### config.mk
export PLATFORM = sky130hd
export DESIGN_NAME = cross_bar_nxm_flat
export DESIGN_NICKNAME = d
export VERILOG_FILES = /design/src/rtl/cross_bar_nxm_pkg.sv /design/src/rtl/cross_bar_nxm_if.sv /design/src/rtl/cross_bar_nxm_slave_port.sv /design/src/rtl/cross_bar_nxm.sv /design/src/flat_wrapper.sv
export SDC_FILE = /design/constraint.sdc
export NUM_CORES = 1
export LEC_CHECK = 0
export BUFFER_PORTS_ARGS = -buffer_cell sky130_fd_sc_hd__buf_2
export CAP_MARGIN = 25
export CELL_PAD_IN_SITES_DETAIL_PLACEMENT = 1
export CELL_PAD_IN_SITES_GLOBAL_PLACEMENT = 2
export CORE_AREA = 2 2 313 315
export CTS_CLUSTER_DIAMETER = 80
export DETAILED_ROUTE_END_ITERATION = 10
export DIE_AREA = 0 0 315 317
export GPL_ROUTABILITY_DRIVEN = 0
export PLACE_DENSITY_LB_ADDON = 0.2
export SETUP_SLACK_MARGIN = 0.4
export SYNTH_ARGS = -nofsm -noshare
export SYNTH_HDL_FRONTEND = slang
export SYNTH_SLANG_ARGS = --single-unit
### constraint.sdc
create_clock -name clk -period 3.55 [get_ports clk]
set_input_delay 0.71 -clock clk [delete_from_list [all_inputs] [get_ports clk]]
set_output_delay 0.71 -clock clk [all_outputs]
set_load 0.01 [all_outputs]
### src/rtl/cross_bar_nxm_pkg.sv
// -----------------------------------------------------------------------------
// cross_bar_nxm_pkg
// Shared definitions for the N x M crossbar: default sizing constants, the
// per-slave-port FSM state encoding and the address-to-slave decode helper.
// -----------------------------------------------------------------------------
package cross_bar_nxm_pkg;

  localparam int unsigned DEF_N_MASTERS  = 4;
  localparam int unsigned DEF_N_SLAVES   = 4;
  localparam int unsigned DEF_ADDR_WIDTH = 32;
  localparam int unsigned DEF_DATA_WIDTH = 32;

  // Widest address the decode helper accepts; narrower addresses are
  // zero-extended by the caller.
  localparam int unsigned MAX_ADDR_WIDTH = 64;

  typedef enum logic [1:0] {
    ST_IDLE = 2'd0,  // arbitrating among eligible masters
    ST_ADDR = 2'd1,  // request presented to the slave, waiting for s_ack
    ST_RESP = 2'd2   // read accepted, waiting for s_resp
  } port_state_e;

  // Slave index = the top log2(n_slaves) bits of an addr_width-bit address.
  function automatic int unsigned slave_index(
    input logic [MAX_ADDR_WIDTH-1:0] addr,
    input int unsigned               addr_width,
    input int unsigned               n_slaves
  );
    int unsigned               sel_bits;
    logic [MAX_ADDR_WIDTH-1:0] shifted;
    sel_bits = $clog2(n_slaves);
    shifted  = addr >> (addr_width - sel_bits);
    return 32'(shifted & MAX_ADDR_WIDTH'(n_slaves - 1));
  endfunction

endpackage

### src/rtl/cross_bar_nxm_if.sv
// -----------------------------------------------------------------------------
// cross_bar_nxm_if
// Bundles every master-side and slave-side bus signal of the crossbar.
//   m_req/m_addr/m_cmd/m_wdata : requests from masters (cmd 0 = read, 1 = write)
//   m_ack/m_resp/m_rdata       : accept strobe, read-data valid, read data
//   s_req/s_addr/s_cmd/s_wdata : requests forwarded to slaves
//   s_ack/s_resp/s_rdata       : slave accept strobe, read-response strobe, data
// Modports: xbar (the crossbar), master (requesters), slave (targets).
// -----------------------------------------------------------------------------
interface cross_bar_nxm_if
  import cross_bar_nxm_pkg::*;
#(
  parameter int unsigned N_MASTERS  = DEF_N_MASTERS,
  parameter int unsigned N_SLAVES   = DEF_N_SLAVES,
  parameter int unsigned ADDR_WIDTH = DEF_ADDR_WIDTH,
  parameter int unsigned DATA_WIDTH = DEF_DATA_WIDTH
);

  logic [N_MASTERS-1:0]                 m_req;
  logic [N_MASTERS-1:0][ADDR_WIDTH-1:0] m_addr;
  logic [N_MASTERS-1:0]                 m_cmd;
  logic [N_MASTERS-1:0][DATA_WIDTH-1:0] m_wdata;
  logic [N_MASTERS-1:0]                 m_ack;
  logic [N_MASTERS-1:0]                 m_resp;
  logic [N_MASTERS-1:0][DATA_WIDTH-1:0] m_rdata;

  logic [N_SLAVES-1:0]                  s_req;
  logic [N_SLAVES-1:0][ADDR_WIDTH-1:0]  s_addr;
  logic [N_SLAVES-1:0]                  s_cmd;
  logic [N_SLAVES-1:0][DATA_WIDTH-1:0]  s_wdata;
  logic [N_SLAVES-1:0]                  s_ack;
  logic [N_SLAVES-1:0]                  s_resp;
  logic [N_SLAVES-1:0][DATA_WIDTH-1:0]  s_rdata;

  modport xbar (
    input  m_req, m_addr, m_cmd, m_wdata, s_ack, s_resp, s_rdata,
    output m_ack, m_resp, m_rdata, s_req, s_addr, s_cmd, s_wdata
  );

  modport master (
    output m_req, m_addr, m_cmd, m_wdata,
    input  m_ack, m_resp, m_rdata
  );

  modport slave (
    input  s_req, s_addr, s_cmd, s_wdata,
    output s_ack, s_resp, s_rdata
  );

endinterface

### src/rtl/cross_bar_nxm_slave_port.sv
// -----------------------------------------------------------------------------
// xbar_slave_port
// One slave port of the crossbar: round-robin arbiter, owner register and the
// IDLE/ADDR/RESP transfer FSM.
//   elig                   : masters allowed to win this port this cycle
//   m_req/m_addr/m_cmd/m_wdata : full master request buses (owner is muxed out)
//   s_*                    : this port's slave-side signals
//   m_ack/m_resp/m_rdata   : per-master returns, non-zero only at the owner
//   rd_set/rd_clr          : one-hot strobes that set/clear the owner's
//                            read-pending flag held in the top level
// -----------------------------------------------------------------------------
module xbar_slave_port
  import cross_bar_nxm_pkg::*;
#(
  parameter int unsigned N_MASTERS  = DEF_N_MASTERS,
  parameter int unsigned ADDR_WIDTH = DEF_ADDR_WIDTH,
  parameter int unsigned DATA_WIDTH = DEF_DATA_WIDTH,
  localparam int unsigned IDX_W     = $clog2(N_MASTERS)
) (
  input  logic                                 clk,
  input  logic                                 rst_n,
  input  logic [N_MASTERS-1:0]                 elig,
  input  logic [N_MASTERS-1:0]                 m_req,
  input  logic [N_MASTERS-1:0][ADDR_WIDTH-1:0] m_addr,
  input  logic [N_MASTERS-1:0]                 m_cmd,
  input  logic [N_MASTERS-1:0][DATA_WIDTH-1:0] m_wdata,
  output logic                                 s_req,
  output logic [ADDR_WIDTH-1:0]                s_addr,
  output logic                                 s_cmd,
  output logic [DATA_WIDTH-1:0]                s_wdata,
  input  logic                                 s_ack,
  input  logic                                 s_resp,
  input  logic [DATA_WIDTH-1:0]                s_rdata,
  output logic [N_MASTERS-1:0]                 m_ack,
  output logic [N_MASTERS-1:0]                 m_resp,
  output logic [N_MASTERS-1:0][DATA_WIDTH-1:0] m_rdata,
  output logic [N_MASTERS-1:0]                 rd_set,
  output logic [N_MASTERS-1:0]                 rd_clr
);

  port_state_e      state, state_nx;
  logic [IDX_W-1:0] owner, owner_nx;
  logic [IDX_W-1:0] ptr, ptr_nx;
  logic             grant_any;
  logic [IDX_W-1:0] grant_idx;

  // First eligible master at or after the pointer, wrapping at N_MASTERS.
  always_comb begin : arbiter
    int unsigned cand;
    cand      = 0;
    grant_any = 1'b0;
    grant_idx = '0;
    for (int unsigned k = 0; k < N_MASTERS; k++) begin
      cand = (32'(ptr) + k) % N_MASTERS;
      if (!grant_any && elig[IDX_W'(cand)]) begin
        grant_any = 1'b1;
        grant_idx = IDX_W'(cand);
      end
    end
  end

  // NOTE: sequential state uses non-blocking assignments so every register
  // samples pre-edge values regardless of process evaluation order.
  always_ff @(posedge clk or negedge rst_n) begin
    if (!rst_n) begin
      state <= ST_IDLE;
      owner <= '0;
      ptr   <= '0;
    end else begin
      state <= state_nx;
      owner <= owner_nx;
      ptr   <= ptr_nx;
    end
  end

  // NOTE: every output of this block is assigned a default first, so no path
  // through the case leaves a signal unassigned and no latch is inferred.
  always_comb begin
    state_nx = state;
    owner_nx = owner;
    ptr_nx   = ptr;
    s_req    = 1'b0;
    s_addr   = '0;
    s_cmd    = 1'b0;
    s_wdata  = '0;
    m_ack    = '0;
    m_resp   = '0;
    m_rdata  = '0;
    rd_set   = '0;
    rd_clr   = '0;
    unique case (state)
      ST_IDLE: begin
        if (grant_any) begin
          owner_nx = grant_idx;
          ptr_nx   = (grant_idx == IDX_W'(N_MASTERS - 1)) ? '0 : grant_idx + 1'b1;
          state_nx = ST_ADDR;
        end
      end
      ST_ADDR: begin
        s_req   = 1'b1;
        s_addr  = m_addr[owner];
        s_cmd   = m_cmd[owner];
        s_wdata = m_wdata[owner];
        // A withdrawn request wins over a same-cycle s_ack: the master
        // never sees an ack for a request it has already abandoned.
        if (!m_req[owner]) begin
          state_nx = ST_IDLE;
        end else if (s_ack) begin
          m_ack[owner] = 1'b1;
          if (m_cmd[owner]) begin
            state_nx = ST_IDLE;
          end else begin
            rd_set[owner] = 1'b1;
            state_nx      = ST_RESP;
          end
        end
      end
      ST_RESP: begin
        m_resp[owner]  = s_resp;
        m_rdata[owner] = s_rdata;
        if (s_resp) begin
          rd_clr[owner] = 1'b1;
          state_nx      = ST_IDLE;
        end
      end
      default: state_nx = ST_IDLE;
    endcase
  end

endmodule

### src/rtl/cross_bar_nxm.sv
// -----------------------------------------------------------------------------
// cross_bar_nxm
// N_MASTERS x N_SLAVES request/response crossbar. Each slave port arbitrates
// independently (round robin); a master with a read outstanding on any slave
// cannot win any port until that read's response returns.
//   clk, rst_n : clock and asynchronous active-low reset
//   bus        : all master- and slave-side signals (cross_bar_nxm_if.xbar)
// -----------------------------------------------------------------------------
module cross_bar_nxm
  import cross_bar_nxm_pkg::*;
#(
  parameter int unsigned N_MASTERS  = DEF_N_MASTERS,
  parameter int unsigned N_SLAVES   = DEF_N_SLAVES,
  parameter int unsigned ADDR_WIDTH = DEF_ADDR_WIDTH,
  parameter int unsigned DATA_WIDTH = DEF_DATA_WIDTH
) (
  input  logic          clk,
  input  logic          rst_n,
  cross_bar_nxm_if.xbar bus
);

  localparam int unsigned SEL_W = $clog2(N_SLAVES);

  logic [N_MASTERS-1:0][SEL_W-1:0]                     sel;
  logic [N_MASTERS-1:0]                                rd_pend;
  logic [N_MASTERS-1:0]                                rd_set_any, rd_clr_any;
  logic [N_SLAVES-1:0][N_MASTERS-1:0]                  elig;
  logic [N_SLAVES-1:0][N_MASTERS-1:0]                  ack_v, resp_v, set_v, clr_v;
  logic [N_SLAVES-1:0][N_MASTERS-1:0][DATA_WIDTH-1:0]  rdata_v;
  logic [N_SLAVES-1:0]                                 s_req_v, s_cmd_v;
  logic [N_SLAVES-1:0][ADDR_WIDTH-1:0]                 s_addr_v;
  logic [N_SLAVES-1:0][DATA_WIDTH-1:0]                 s_wdata_v;

  always_comb begin
    sel  = '0;
    elig = '0;
    for (int unsigned i = 0; i < N_MASTERS; i++) begin
      sel[i] = SEL_W'(slave_index(MAX_ADDR_WIDTH'(bus.m_addr[i]), ADDR_WIDTH, N_SLAVES));
    end
    for (int unsigned j = 0; j < N_SLAVES; j++) begin
      for (int unsigned i = 0; i < N_MASTERS; i++) begin
        elig[j][i] = bus.m_req[i] && !rd_pend[i] && (sel[i] == SEL_W'(j));
      end
    end
  end

  for (genvar j = 0; j < N_SLAVES; j++) begin : g_port
    xbar_slave_port #(
      .N_MASTERS  (N_MASTERS),
      .ADDR_WIDTH (ADDR_WIDTH),
      .DATA_WIDTH (DATA_WIDTH)
    ) u_port (
      .clk     (clk),
      .rst_n   (rst_n),
      .elig    (elig[j]),
      .m_req   (bus.m_req),
      .m_addr  (bus.m_addr),
      .m_cmd   (bus.m_cmd),
      .m_wdata (bus.m_wdata),
      .s_req   (s_req_v[j]),
      .s_addr  (s_addr_v[j]),
      .s_cmd   (s_cmd_v[j]),
      .s_wdata (s_wdata_v[j]),
      .s_ack   (bus.s_ack[j]),
      .s_resp  (bus.s_resp[j]),
      .s_rdata (bus.s_rdata[j]),
      .m_ack   (ack_v[j]),
      .m_resp  (resp_v[j]),
      .m_rdata (rdata_v[j]),
      .rd_set  (set_v[j]),
      .rd_clr  (clr_v[j])
    );
  end

  assign bus.s_req   = s_req_v;
  assign bus.s_addr  = s_addr_v;
  assign bus.s_cmd   = s_cmd_v;
  assign bus.s_wdata = s_wdata_v;

  // Each port drives only its owner's lanes, so returns merge by OR.
  always_comb begin
    bus.m_ack   = '0;
    bus.m_resp  = '0;
    bus.m_rdata = '0;
    rd_set_any  = '0;
    rd_clr_any  = '0;
    for (int unsigned j = 0; j < N_SLAVES; j++) begin
      bus.m_ack   = bus.m_ack   | ack_v[j];
      bus.m_resp  = bus.m_resp  | resp_v[j];
      bus.m_rdata = bus.m_rdata | rdata_v[j];
      rd_set_any  = rd_set_any  | set_v[j];
      rd_clr_any  = rd_clr_any  | clr_v[j];
    end
  end

  always_ff @(posedge clk or negedge rst_n) begin
    if (!rst_n) begin
      rd_pend <= '0;
    end else begin
      rd_pend <= (rd_pend & ~rd_clr_any) | rd_set_any;
    end
  end

endmodule
### src/flat_wrapper.sv
// flat-port wrapper written by rule: the top's interface ports become plain ports
module cross_bar_nxm_flat import cross_bar_nxm_pkg::*;
#(
  parameter int unsigned N_MASTERS  = DEF_N_MASTERS,
  parameter int unsigned N_SLAVES   = DEF_N_SLAVES,
  parameter int unsigned ADDR_WIDTH = DEF_ADDR_WIDTH,
  parameter int unsigned DATA_WIDTH = DEF_DATA_WIDTH
)
  (clk, rst_n, bus_m_req, bus_m_addr, bus_m_cmd, bus_m_wdata, bus_s_ack, bus_s_resp, bus_s_rdata, bus_m_ack, bus_m_resp, bus_m_rdata, bus_s_req, bus_s_addr, bus_s_cmd, bus_s_wdata);
  cross_bar_nxm_if #(.N_MASTERS(N_MASTERS), .N_SLAVES(N_SLAVES), .ADDR_WIDTH(ADDR_WIDTH), .DATA_WIDTH(DATA_WIDTH)) bus_i ();
  input  logic clk;
  input  logic rst_n;
  input wire logic [$bits(bus_i.m_req)-1:0] bus_m_req;
  input wire logic [$bits(bus_i.m_addr)-1:0] bus_m_addr;
  input wire logic [$bits(bus_i.m_cmd)-1:0] bus_m_cmd;
  input wire logic [$bits(bus_i.m_wdata)-1:0] bus_m_wdata;
  input wire logic [$bits(bus_i.s_ack)-1:0] bus_s_ack;
  input wire logic [$bits(bus_i.s_resp)-1:0] bus_s_resp;
  input wire logic [$bits(bus_i.s_rdata)-1:0] bus_s_rdata;
  output wire logic [$bits(bus_i.m_ack)-1:0] bus_m_ack;
  output wire logic [$bits(bus_i.m_resp)-1:0] bus_m_resp;
  output wire logic [$bits(bus_i.m_rdata)-1:0] bus_m_rdata;
  output wire logic [$bits(bus_i.s_req)-1:0] bus_s_req;
  output wire logic [$bits(bus_i.s_addr)-1:0] bus_s_addr;
  output wire logic [$bits(bus_i.s_cmd)-1:0] bus_s_cmd;
  output wire logic [$bits(bus_i.s_wdata)-1:0] bus_s_wdata;
  assign bus_i.m_req = bus_m_req;
  assign bus_i.m_addr = bus_m_addr;
  assign bus_i.m_cmd = bus_m_cmd;
  assign bus_i.m_wdata = bus_m_wdata;
  assign bus_i.s_ack = bus_s_ack;
  assign bus_i.s_resp = bus_s_resp;
  assign bus_i.s_rdata = bus_s_rdata;
  assign bus_m_ack = bus_i.m_ack;
  assign bus_m_resp = bus_i.m_resp;
  assign bus_m_rdata = bus_i.m_rdata;
  assign bus_s_req = bus_i.s_req;
  assign bus_s_addr = bus_i.s_addr;
  assign bus_s_cmd = bus_i.s_cmd;
  assign bus_s_wdata = bus_i.s_wdata;
  cross_bar_nxm #(.N_MASTERS(N_MASTERS), .N_SLAVES(N_SLAVES), .ADDR_WIDTH(ADDR_WIDTH), .DATA_WIDTH(DATA_WIDTH)) u_core (.clk(clk), .rst_n(rst_n), .bus(bus_i));
endmodule
==> results.tsv, run 1 <==
metric	value	unit
synth_area	0.01349	mm2
hold_viol	0	
die_area	0.09986	mm2
fin_skew	4.532	ps
synth_nets	1818	
die_h	317	um
worstPathArrival	2380	ps
synth_edf_count	0	
async_flop_share	100.0	%
hp-class	input pin to async pin	
p_per_area	665.5	mW/mm2
ir_drop	0.4103	mV
setup_violations	0	
area_delta_synth_final	43.36	%
cpPeakStageDelay	640	ps
cp_data_required_time	2840	ps
fillers	11480	
syn_inst	1414	
worst_setup_path_end_kind	output port	
slew_headroom	32.78	%
cts_buffers	3	
root_buffer	clkbuf_16	
ctsLongestPathBuffers	2	
syn_avg_cell_area	9.539	um2
cpLargestDelayFamily	flip-flops	
period_minus_slack	3093	ps
clkSinkCount	28	
instances_no_fill	3398	
totalWireLength	100200	um
antenna_found_initial	32	
crit_slowest_cell	dfrtp_4	
status	finished clean	
clk_pin_slew_worst_paths	70	ps
drc	0	
timing.fmax	323.3	MHz
grt_start_max_net_pins	68	
synth_flop_cell	dfrtp_1	
finalMaxSlewViolations	0	
ant_nets	0	
dpl_cell_area	0.01911	mm2
ff_latch_area	730.7	um2
cts_tree	built	
portBuffers	801	
gr-usage-all-layers	19.03	%
synth-seq-cells	28	
die_w	315	um
wl_per_cell	29.48	um
r2r_cells	4	
ys_warn_count	0	
multi_input_area	0.01206	mm2
htreeDepth	1	
clk-insertion-delay-late	270	ps
first_pass_iters	4	
grt_pass1_vias	18500	
worstPathMaxFanout	19	
stdcell_area	0.01934	mm2
crit_type	flop to output port	
coreArea	0.09628	mm2
yosysSeqAreaShare	5.195	%
synth_cell_types	67	
drt_iter0_markers	1220	
ios	802	
path_cells	nand2b_2 -> o221ai_1 -> buf_2	
layout-drive-gt1-share	56.51	%
dp_hpwl	76290	um
maxCapViolations	0	
period_share	87.12	%
rsz0062_at_grt	false	
rows	114	
initial_utilization	14.01	%
cellLeakagePower	8.054	nW
nNetsFinal	2518	
grt_overflow_total	0	
path_buf_inv	1	
setup-tns-final	0	ps
worstMarginPinSlew	1006	ps
place_inst	3376	
vias	16920	
cp.depth	3	
via_per_inst	4.979	
startpoint_type	flop	
grt_pass1_wl	139600	um
synth_stat cells, drive strengths merged, types with 13 or more instances:
cell	instances	area share, %
dfrtp	28	5.2
clkbuf	116	3.2
nand3	14	0.52
o21ai	32	1.2
mux4	262	44
a22oi	21	1.2
a221o	16	1.2
a32oi	77	5.0
o211ai	15	0.87
o221ai	88	5.7
nand2	131	3.6
a21oi	44	1.6
nor2	59	1.6
nor2b	16	0.74
buf	63	2.4
inv	13	0.36
and2	299	14
per-layer routing:
| layer | vias up | global-route usage, % | routed length [um] |
|---|---|---|---|
| met3 | 146 | 3.769 | 6893 |
| met4 | 34 | 3.994 | 2002 |
| met2 | 764 | 35.20 | 51880 |
| met1 | 8807 | 22.62 | 39180 |
| li1 | 7168 | - | - |
| met5 | - | 0 | 228 |
layout make-up:
class                      count  share of cell area [%]
sequential                    28                   3.779
clock buffer                   4                  0.4594
antenna                        9                  0.1165
timing repair buffer         875                   24.76
multi-input combinational   1193                   62.37
inverter                      13                  0.2524
tap                         1276                   8.257
kinds of logic (layout without fill, tap and decap cells):
group                      count (synthesis)  count (layout)  share of synthesized area, %
xor gates and xnor gates                   2               2                        0.1299
DFF                                       28              28                         5.195
AOI/OAI and AO/OA                        347             347                         19.99
muxes                                    273             273                         44.76
and+or+nand+nor                          569             569                         23.64
adders and majority gates                  2               2                        0.1855
other                                      0               9                             0
buffers and inverters                    193             892                         6.104
worst paths after layout:
check,from,end,slack (ps)
max reg2reg,u_core.g_port[2].u_port.owner[1]$_DFFE_PN0P_,u_core.rd_pend[1]$_DFF_PN0_,1310
max in group asynchronous,rst_n,u_core.g_port[2].u_port.owner[0]$_DFFE_PN0P_,2480
min in group clk,u_core.g_port[3].u_port.ptr[0]$_DFFE_PN0P_,u_core.g_port[3].u_port.ptr[0]$_DFFE_PN0P_,520
min,rst_n,u_core.g_port[1].u_port.state[1]$_DFFE_PN0P_,490
min reg2reg,u_core.g_port[3].u_port.ptr[0]$_DFFE_PN0P_,u_core.g_port[3].u_port.ptr[0]$_DFFE_PN0P_,520
max,u_core.g_port[2].u_port.owner[1]$_DFFE_PN0P_,bus_m_rdata[36],460
worst reg2reg max path, delay by kind of cell, from the launching register on:
kind,cells,cell delay (ps)
AOI/OAI and AO/OA,2,780
DFF,1,640
and+or+nand+nor,2,700
timing repair:
| action | in CTS | in global routing |
|---|---|---|
| hold buffers | 0 | 0 |
| setup buffers | 1 | 8 |
| gates resized for setup | 3 | 3 |
| hold endpoints to repair | 0 | 0 |
| gates cloned | 0 | 0 |
| endpoints found under the setup margin | 6 | 39 |
stage by stage:
step,total power [W],setup slack (ps),util [%],hold slack (ps)
after floorplan,0.007485,1044,-,414.4
after global placement,0.01269,446.2,19.85,508.3
after detailed placement,0.01275,486.5,19.85,514.1
after CTS,0.01312,403.0,19.97,523.1
after global routing,0.01376,415.8,20.06,537.3
final,0.01287,457.2,20.08,492.7
registers in the layout, summed over array words and instances (netlist names), named ones only:
register                    count
u_core.g_port.u_port.state      8
u_core.g_port.u_port.owner      8
u_core.rd_pend                  4
u_core.g_port.u_port.ptr        6
cells in the final DEF, fill, tap and decap left out, drive strengths merged, types with 21 or more instances in the layout:
cell type,instances
o221ai,88
a22oi,21
mux4,262
and2,299
o21ai,32
a21oi,44
nor2,59
dfrtp,28
buf,875
nand2,131
a32oi,77
power breakdown:
group,internal [W],switching (W)
clock,0.000173,0.000120
sequential,0.000476,0.000446
combinational,0.00489,0.00676
No activity file was read; power rests on OpenSTA's default activity.
==> run 2, diff against run 1 <==
- CELL_PAD_IN_SITES_DETAIL_PLACEMENT: 1 -> unset
- CELL_PAD_IN_SITES_GLOBAL_PLACEMENT: 2 -> unset
- CORE_AREA: 2 2 313 315 -> 2 2 309 311
- DIE_AREA: 0 0 315 317 -> 0 0 311 313
==> results.tsv, run 2 (synthesis results as in run 1) <==
metric	value	unit	change
status	finished clean		unchanged
regToRegStartpoint	u_core.g_port[2].u_port.owner[1]$_DFFE_PN0P_		unchanged
reg_top3	u_core.g_port.u_port.owner x8, u_core.g_port.u_port.state x8, u_core.g_port.u_port.ptr x6		unchanged
area_delta_synth_final	42.68	%	was 43.36%
stdcell_area	0.01924	mm2	was 0.01934 mm2
clk-insertion-delay-late	270	ps	about the same
nNetsFinal	2515		was 2,518
layout-drive-gt1-share	56.42	%	was 56.51%
p_per_area	655.4	mW/mm2	was 665.5 mW/mm2
period_share	88.10	%	was 87.12%
portBuffers	801		unchanged
drc	0		unchanged
worstPathArrival	2420	ps	was 2380 ps
totalWireLength	94880	um	was 100,200 um
mostFrequentLayoutCells	buf_2, and2_1, mux4_2		unchanged
rrSetupSlack	1190	ps	was 1310 ps
wl_per_cell	28.05	um	was 29.48 um
finalMaxSlewViolations	0		unchanged
ctsLongestPathBuffers	2		unchanged
p_total	0.01261	W	was 0.01287 W
fin_skew	6.478	ps	was 4.532 ps
vias	17120		was 16,920
root_buffer	clkbuf_16		unchanged
worstMarginPinSlew	1161	ps	was 1006 ps
maxCapViolations	0		unchanged
layout.cells.most_common	buf_2		unchanged
ios	802		unchanged
initial_utilization	14.32	%	was 14.01%
clkSinkCount	28		unchanged
cpLargestDelayFamily	multiplexers		was flip-flops
ir_drop	0.3483	mV	was 0.4103 mV
ant_nets	0		unchanged
grt_start_max_net_pins	66		was 68
grt_pass1_vias	17810		was 18,500
via_per_inst	5.061		was 4.979
clk_pin_slew_worst_paths	70	ps	about the same
grt_overflow_total	0		unchanged
worst_setup_path_end_kind	output port		unchanged
hp-class	input pin to async pin		unchanged
cpPeakStageDelay	730	ps	was 640 ps
dp_hpwl	72060	um	was 76,290 um
drt_iter0_markers	1460		was 1,220
grt_pass1_wl	133600	um	was 139,600 um
period_minus_slack	3128	ps	was 3093 ps
htreeDepth	1		unchanged
path_buf_inv	2		was 1
first_pass_iters	6		was 4
startpoint_type	flop		unchanged
gr-usage-all-layers	18.44	%	was 19.03%
rsz0062_at_grt	true		was false
dpl_cell_area	0.01905	mm2	was 0.01911 mm2
crit_slowest_cell	mux4_1		was dfrtp_4
cts_tree	built		unchanged
rr_endpoint	u_core.rd_pend[2]$_DFF_PN0_		was u_core.rd_pend[1]$_DFF_PN0_
antenna_found_initial	28		was 32
cts_hold_buf	0		unchanged
timing.fmax	319.7	MHz	was 323.3 MHz
path_cells	buf_16 -> mux4_1 -> and2_1 -> buf_2		was nand2b_2 -> o221ai_1 -> buf_2
die_h	313	um	was 317 um
crit_type	flop to output port		unchanged
cts_buffers	3		unchanged
setup-tns-final	0	ps	unchanged
r2r_cells	6		was 4
worstPathMaxFanout	53		was 19
hold_viol	0		unchanged
slew_headroom	22.52	%	was 32.78%
cellLeakagePower	8.019	nW	was 8.054 nW
die_area	0.09734	mm2	was 0.09986 mm2
die_w	311	um	was 315 um
rows	113		was 114
cp_data_required_time	2840	ps	about the same
setup_violations	0		unchanged
coreArea	0.09416	mm2	was 0.09628 mm2
-- run 2: cell count changes in the layout (fill, tap and decap cells not counted), moves of 2 or more --
cell	delta
buf_4	+2
buf_16	+2
buf_12	-6
buf_6	-2
-- run 2: area by class of cell --
class / count / area (um2)
Sequential cell: 28 / 730.7
Clock buffer: 3 / 75.07
Timing Repair Buffer: 871 / 4716
Inverter: 13 / 48.80
Tap cell: 1265 / 1583
Multi-Input combinational cell: 1194 / 12070
Fill cell: 10530 / 74920
Antenna cell: 9 / 22.52
-- run 2: power breakdown --
group	internal, W	leakage, nW	switching [W]
logic	0.00480	7.64	0.00662
clock network	0.000150	0.0370	0.000113
registers	0.000476	0.346	0.000452
-- run 2: metrics by stage --
stage	hold slack [ps]	worst slack, ps	instances	utilization, %
floorplan	414.4	1044	1414	-
global placement	497.8	641.6	3365	20.23
detailed placement	510.4	650.6	3365	20.23
CTS	519.1	401.7	3374	20.40
global route	545.8	363.5	3377	20.42
finish	487.7	422.4	3383	20.44
-- run 2: worst max-delay path by stage --
| stage | from | endpoint | slack (ps) | cells after the start |
|---|---|---|---|---|
| after floorplan | u_core.g_port[3].u_port.owner[0]$_DFFE_PN0P_ | bus_s_wdata[118] | 1040 | 5 |
| after global placement | u_core.g_port[0].u_port.state[1]$_DFFE_PN0P_ | bus_m_rdata[68] | 640 | 5 |
| after detailed placement | u_core.g_port[0].u_port.state[1]$_DFFE_PN0P_ | bus_m_rdata[38] | 650 | 7 |
| after CTS | u_core.g_port[3].u_port.owner[0]$_DFFE_PN0P_ | bus_s_addr[126] | 400 | 4 |
| after global routing | u_core.g_port[3].u_port.owner[0]$_DFFE_PN0P_ | bus_s_addr[126] | 360 | 4 |
| final | u_core.g_port[3].u_port.owner[0]$_DFFE_PN0P_ | bus_s_addr[126] | 420 | 4 |
-- run 2: repair_timing --
action	4_1_cts	5_1_grt
cloned	1	0
setup buffers	5	0
hold endpoints to repair	0	0
endpoints found under the setup margin	16	16
gates resized for setup	3	3
-- run 2: worst register-to-register path, cell delays in order (launching register included) --
cell and delay [ps]:
dfrtp_4 590, buf_6 310, mux4_2 390, nand3_1 230, nor2_1 160, a22o_1 250, a211o_1 300
-- run 2: routing by layer --
layer,wire (um),share of wire [%],vias up,track usage [%]
li1,-,-,7169,-
met1,36780,39,8701,22.30
met2,48100,51,1041,33.27
met3,6941,7.3,181,3.209
met4,2867,3.0,28,5.490
met5,198,0.21,-,0
==> run 3, diff against run 2 <==
- ABC_AREA: unset -> 1
- CORE_AREA: 2 2 309 311 -> 2 2 314 316
- DIE_AREA: 0 0 311 313 -> 0 0 316 318
==> results.tsv, run 3 <==
metric	value	unit	change
status	finished clean		unchanged
hold_viol	0		unchanged
clkSinkCount	28		unchanged
yosys.area.top_type_share	18.91	%	was 43.08%
ctsLongestPathBuffers	2		unchanged
syn_avg_cell_area	5.132	um2	was 9.539 um2
root_buffer	clkbuf_16		unchanged
portBuffers	801		unchanged
grt_pass1_vias	21730		was 17,810
worstMarginPinSlew	923.5	ps	was 1161 ps
area_delta_synth_final	48.22	%	was 42.68%
rrSetupSlack	1330	ps	was 1190 ps
p_total	0.01652	W	was 0.01261 W
setup_violations	0		unchanged
initial_utilization	13.20	%	was 14.32%
fillers	11580		was 10,530
synth_area_leaders	nand2_1, a221oi_1, o22ai_1, nor2_1, inv_1		was mux4_2, and2_1, o221ai_1, dfrtp_1, a32oi_1
stdcell_area	0.01906	mm2	was 0.01924 mm2
synth_nets	2910		was 1,818
ir_drop	0.5230	mV	was 0.3483 mV
synth-seq-cells	28		unchanged
via_per_inst	5.088		was 5.061
mostFrequentLayoutCells	buf_2, nand2_1, nor2_1		was buf_2, and2_1, mux4_2
reg_top3	u_core.g_port.u_port.owner x8, u_core.g_port.u_port.state x8, u_core.g_port.u_port.ptr x6		unchanged
async_flop_share	100.0	%	unchanged
worstPathMaxFanout	20		was 53
cts_buffers	3		unchanged
period_minus_slack	3131	ps	was 3128 ps
first_pass_iters	5		was 6
fin_skew	4.235	ps	was 6.478 ps
vias	22850		was 17,120
yosysSeqAreaShare	5.448	%	was 5.195%
layout.cells.most_common	buf_2		unchanged
p_per_area	866.5	mW/mm2	was 655.4 mW/mm2
nNetsFinal	3601		was 2,515
ant_nets	0		unchanged
rsz0062_at_grt	true		unchanged
die_h	318	um	was 313 um
slew_headroom	38.43	%	was 22.52%
hp-class	input pin to async pin		unchanged
crit_type	flop to output port		unchanged
r2r_cells	11		was 6
yosysTopAreaCell	nand2_1		was mux4_2
dpl_cell_area	0.01861	mm2	was 0.01905 mm2
gr-usage-all-layers	21.44	%	was 18.44%
regToRegStartpoint	u_core.rd_pend[1]$_DFF_PN0_		was u_core.g_port[2].u_port.owner[1]$_DFFE_PN0P_
cts_tree	built		unchanged
antenna_found_initial	27		was 28
top_layer	met5		unchanged
grt_pass1_wl	160600	um	was 133,600 um
coreArea	0.09741	mm2	was 0.09416 mm2
htreeDepth	1		unchanged
rr_endpoint	u_core.g_port[3].u_port.ptr[1]$_DFFE_PN0P_		was u_core.rd_pend[2]$_DFF_PN0_
synthTopCellsByCount	nand2_1, nor2_1, inv_1		was and2_1, mux4_2, nand2_1
drc	0		unchanged
multi_input_area	0.01015	mm2	was 0.01207 mm2
totalWireLength	116100	um	was 94,880 um
startpoint_type	flop		unchanged
clk-insertion-delay-late	270	ps	about the same
ff_latch_area	710.7	um2	was 730.7 um2
yosysMostFrequentCell	nand2_1		was and2_1
rows	115		was 113
period_share	88.19	%	was 88.10%
syn_inst	2506		was 1,414
dp_hpwl	87040	um	was 72,060 um
layout-drive-gt1-share	31.13	%	was 56.42%
ys_warn_count	0		unchanged
synth_edf_count	0		unchanged
grt_start_max_net_pins	99		was 66
wl_met3	10290	um	was 6941 um
worst_setup_path_end_kind	output port		unchanged
cp_data_required_time	2840	ps	about the same
die_area	0.1005	mm2	was 0.09734 mm2
grt_overflow_total	0		unchanged
ios	802		unchanged
worstPathArrival	2420	ps	about the same
wl_met1	47050	um	was 36,780 um
cellLeakagePower	9.804	nW	was 8.019 nW
finalMaxSlewViolations	0		unchanged
met2_length	53970	um	was 48,100 um
maxCapViolations	0		unchanged
clk_pin_slew_worst_paths	80	ps	was 70 ps
die_w	316	um	was 311 um
synth_area	0.01286	mm2	was 0.01349 mm2
cts_hold_buf	0		unchanged
wl_per_cell	25.85	um	was 28.05 um
synth_cell_types	37		was 67
timing.fmax	319.4	MHz	was 319.7 MHz
synth_flop_cell	dfrtp_1		unchanged
drt_iter0_markers	2572		was 1,460
## run 3: changes by cell type after synthesis, moves of 258 or more
| cell | change |
|---|---|
| nand2_1 | +517 |
| mux4_2 | -258 |
| o22ai_1 | +261 |
| nor2_1 | +379 |
| inv_1 | +305 |
| and2_1 | -298 |
## run 3: layer usage
| layer | vias up | track usage (%) |
|---|---|---|
| li1 | 10170 | - |
| met1 | 10910 | 27.36 |
| met2 | 1501 | 35.97 |
| met3 | 240 | 3.952 |
| met4 | 32 | 7.109 |
| met5 | - | 0 |
## run 3: worst max path at each step
| stage | startpoint | end | slack, ps | cells past startpoint |
|---|---|---|---|---|
| 2_1_floorplan | bus_m_req[0] | bus_m_ack[0] | 1180 | 6 |
| 3_3_place_gp | u_core.g_port[0].u_port.owner[1]$_DFFE_PN0P_ | bus_m_ack[1] | -160 | 9 |
| 3_5_place_dp | u_core.g_port[0].u_port.owner[1]$_DFFE_PN0P_ | bus_m_ack[0] | -50 | 9 |
| 4_1_cts | u_core.g_port[1].u_port.owner[1]$_DFFE_PN0P_ | bus_s_addr[58] | 360 | 6 |
| 5_1_grt | u_core.g_port[1].u_port.owner[1]$_DFFE_PN0P_ | bus_m_ack[1] | 350 | 10 |
| 6_report | u_core.g_port[1].u_port.owner[1]$_DFFE_PN0P_ | bus_s_addr[58] | 420 | 6 |
## run 3: report_power, final
| part | switching, W | total (W) | internal [W] |
|---|---|---|---|
| combinational | 0.0106 | 0.0154 | 0.00477 |
| sequential | 0.000303 | 0.000793 | 0.000490 |
| clock | 0.000134 | 0.000360 | 0.000226 |
| total | 0.0110 | 0.0165 | 0.00549 |
## run 3: kinds of logic after synthesis
logic type,Yosys count,share of synthesized area [%]
simple gates,1335,43.66
fa+ha+maj,2,0.1945
flops,28,5.448
buf+inv,560,17.18
xor+xnor,6,0.5838
compound gates,575,32.93
## run 3: worst max-delay path: stages (launching register included)
cell and delay, ps:
dfrtp_4 490, inv_1 70, nand2_1 280, inv_8 160, a221oi_1 830, nor2_1 100
buf_2 190
## run 3: layout make-up
| type | instances | area share (%) |
|---|---|---|
| diodes | 7 | 0.09189 |
| clock buffers | 3 | 0.3938 |
| clock inverters | 1 | 0.1575 |
| inverters | 344 | 7.016 |
| multi-input cells | 1919 | 53.27 |
| flip-flops and latches | 28 | 3.728 |
| well taps | 1287 | 8.447 |
| repair buffers | 901 | 26.90 |
## run 3: timing repair
action                     4_1_cts  5_1_grt
resized for setup               34       20
setup endpoints to repair       22       71
cloned                           1        1
setup buffers                    3        7
hold endpoints to repair         0        0
pin swaps                        2        5
## run 3: stage by stage
step                TNS [ps]  utilization, %  instances  setup WS [ps]  hold WS (ps)
finish                     0           19.57       4490          419.4         518.5
global route               0           19.56       4485          347.7         572.5
CTS                        0           19.40       4475          359.5         546.3
detailed placement    -46.43           19.11       4467         -46.43         575.0
global placement      -162.5           19.10       4466         -156.8         587.3
floorplan                  0               -       2506           1178         414.4
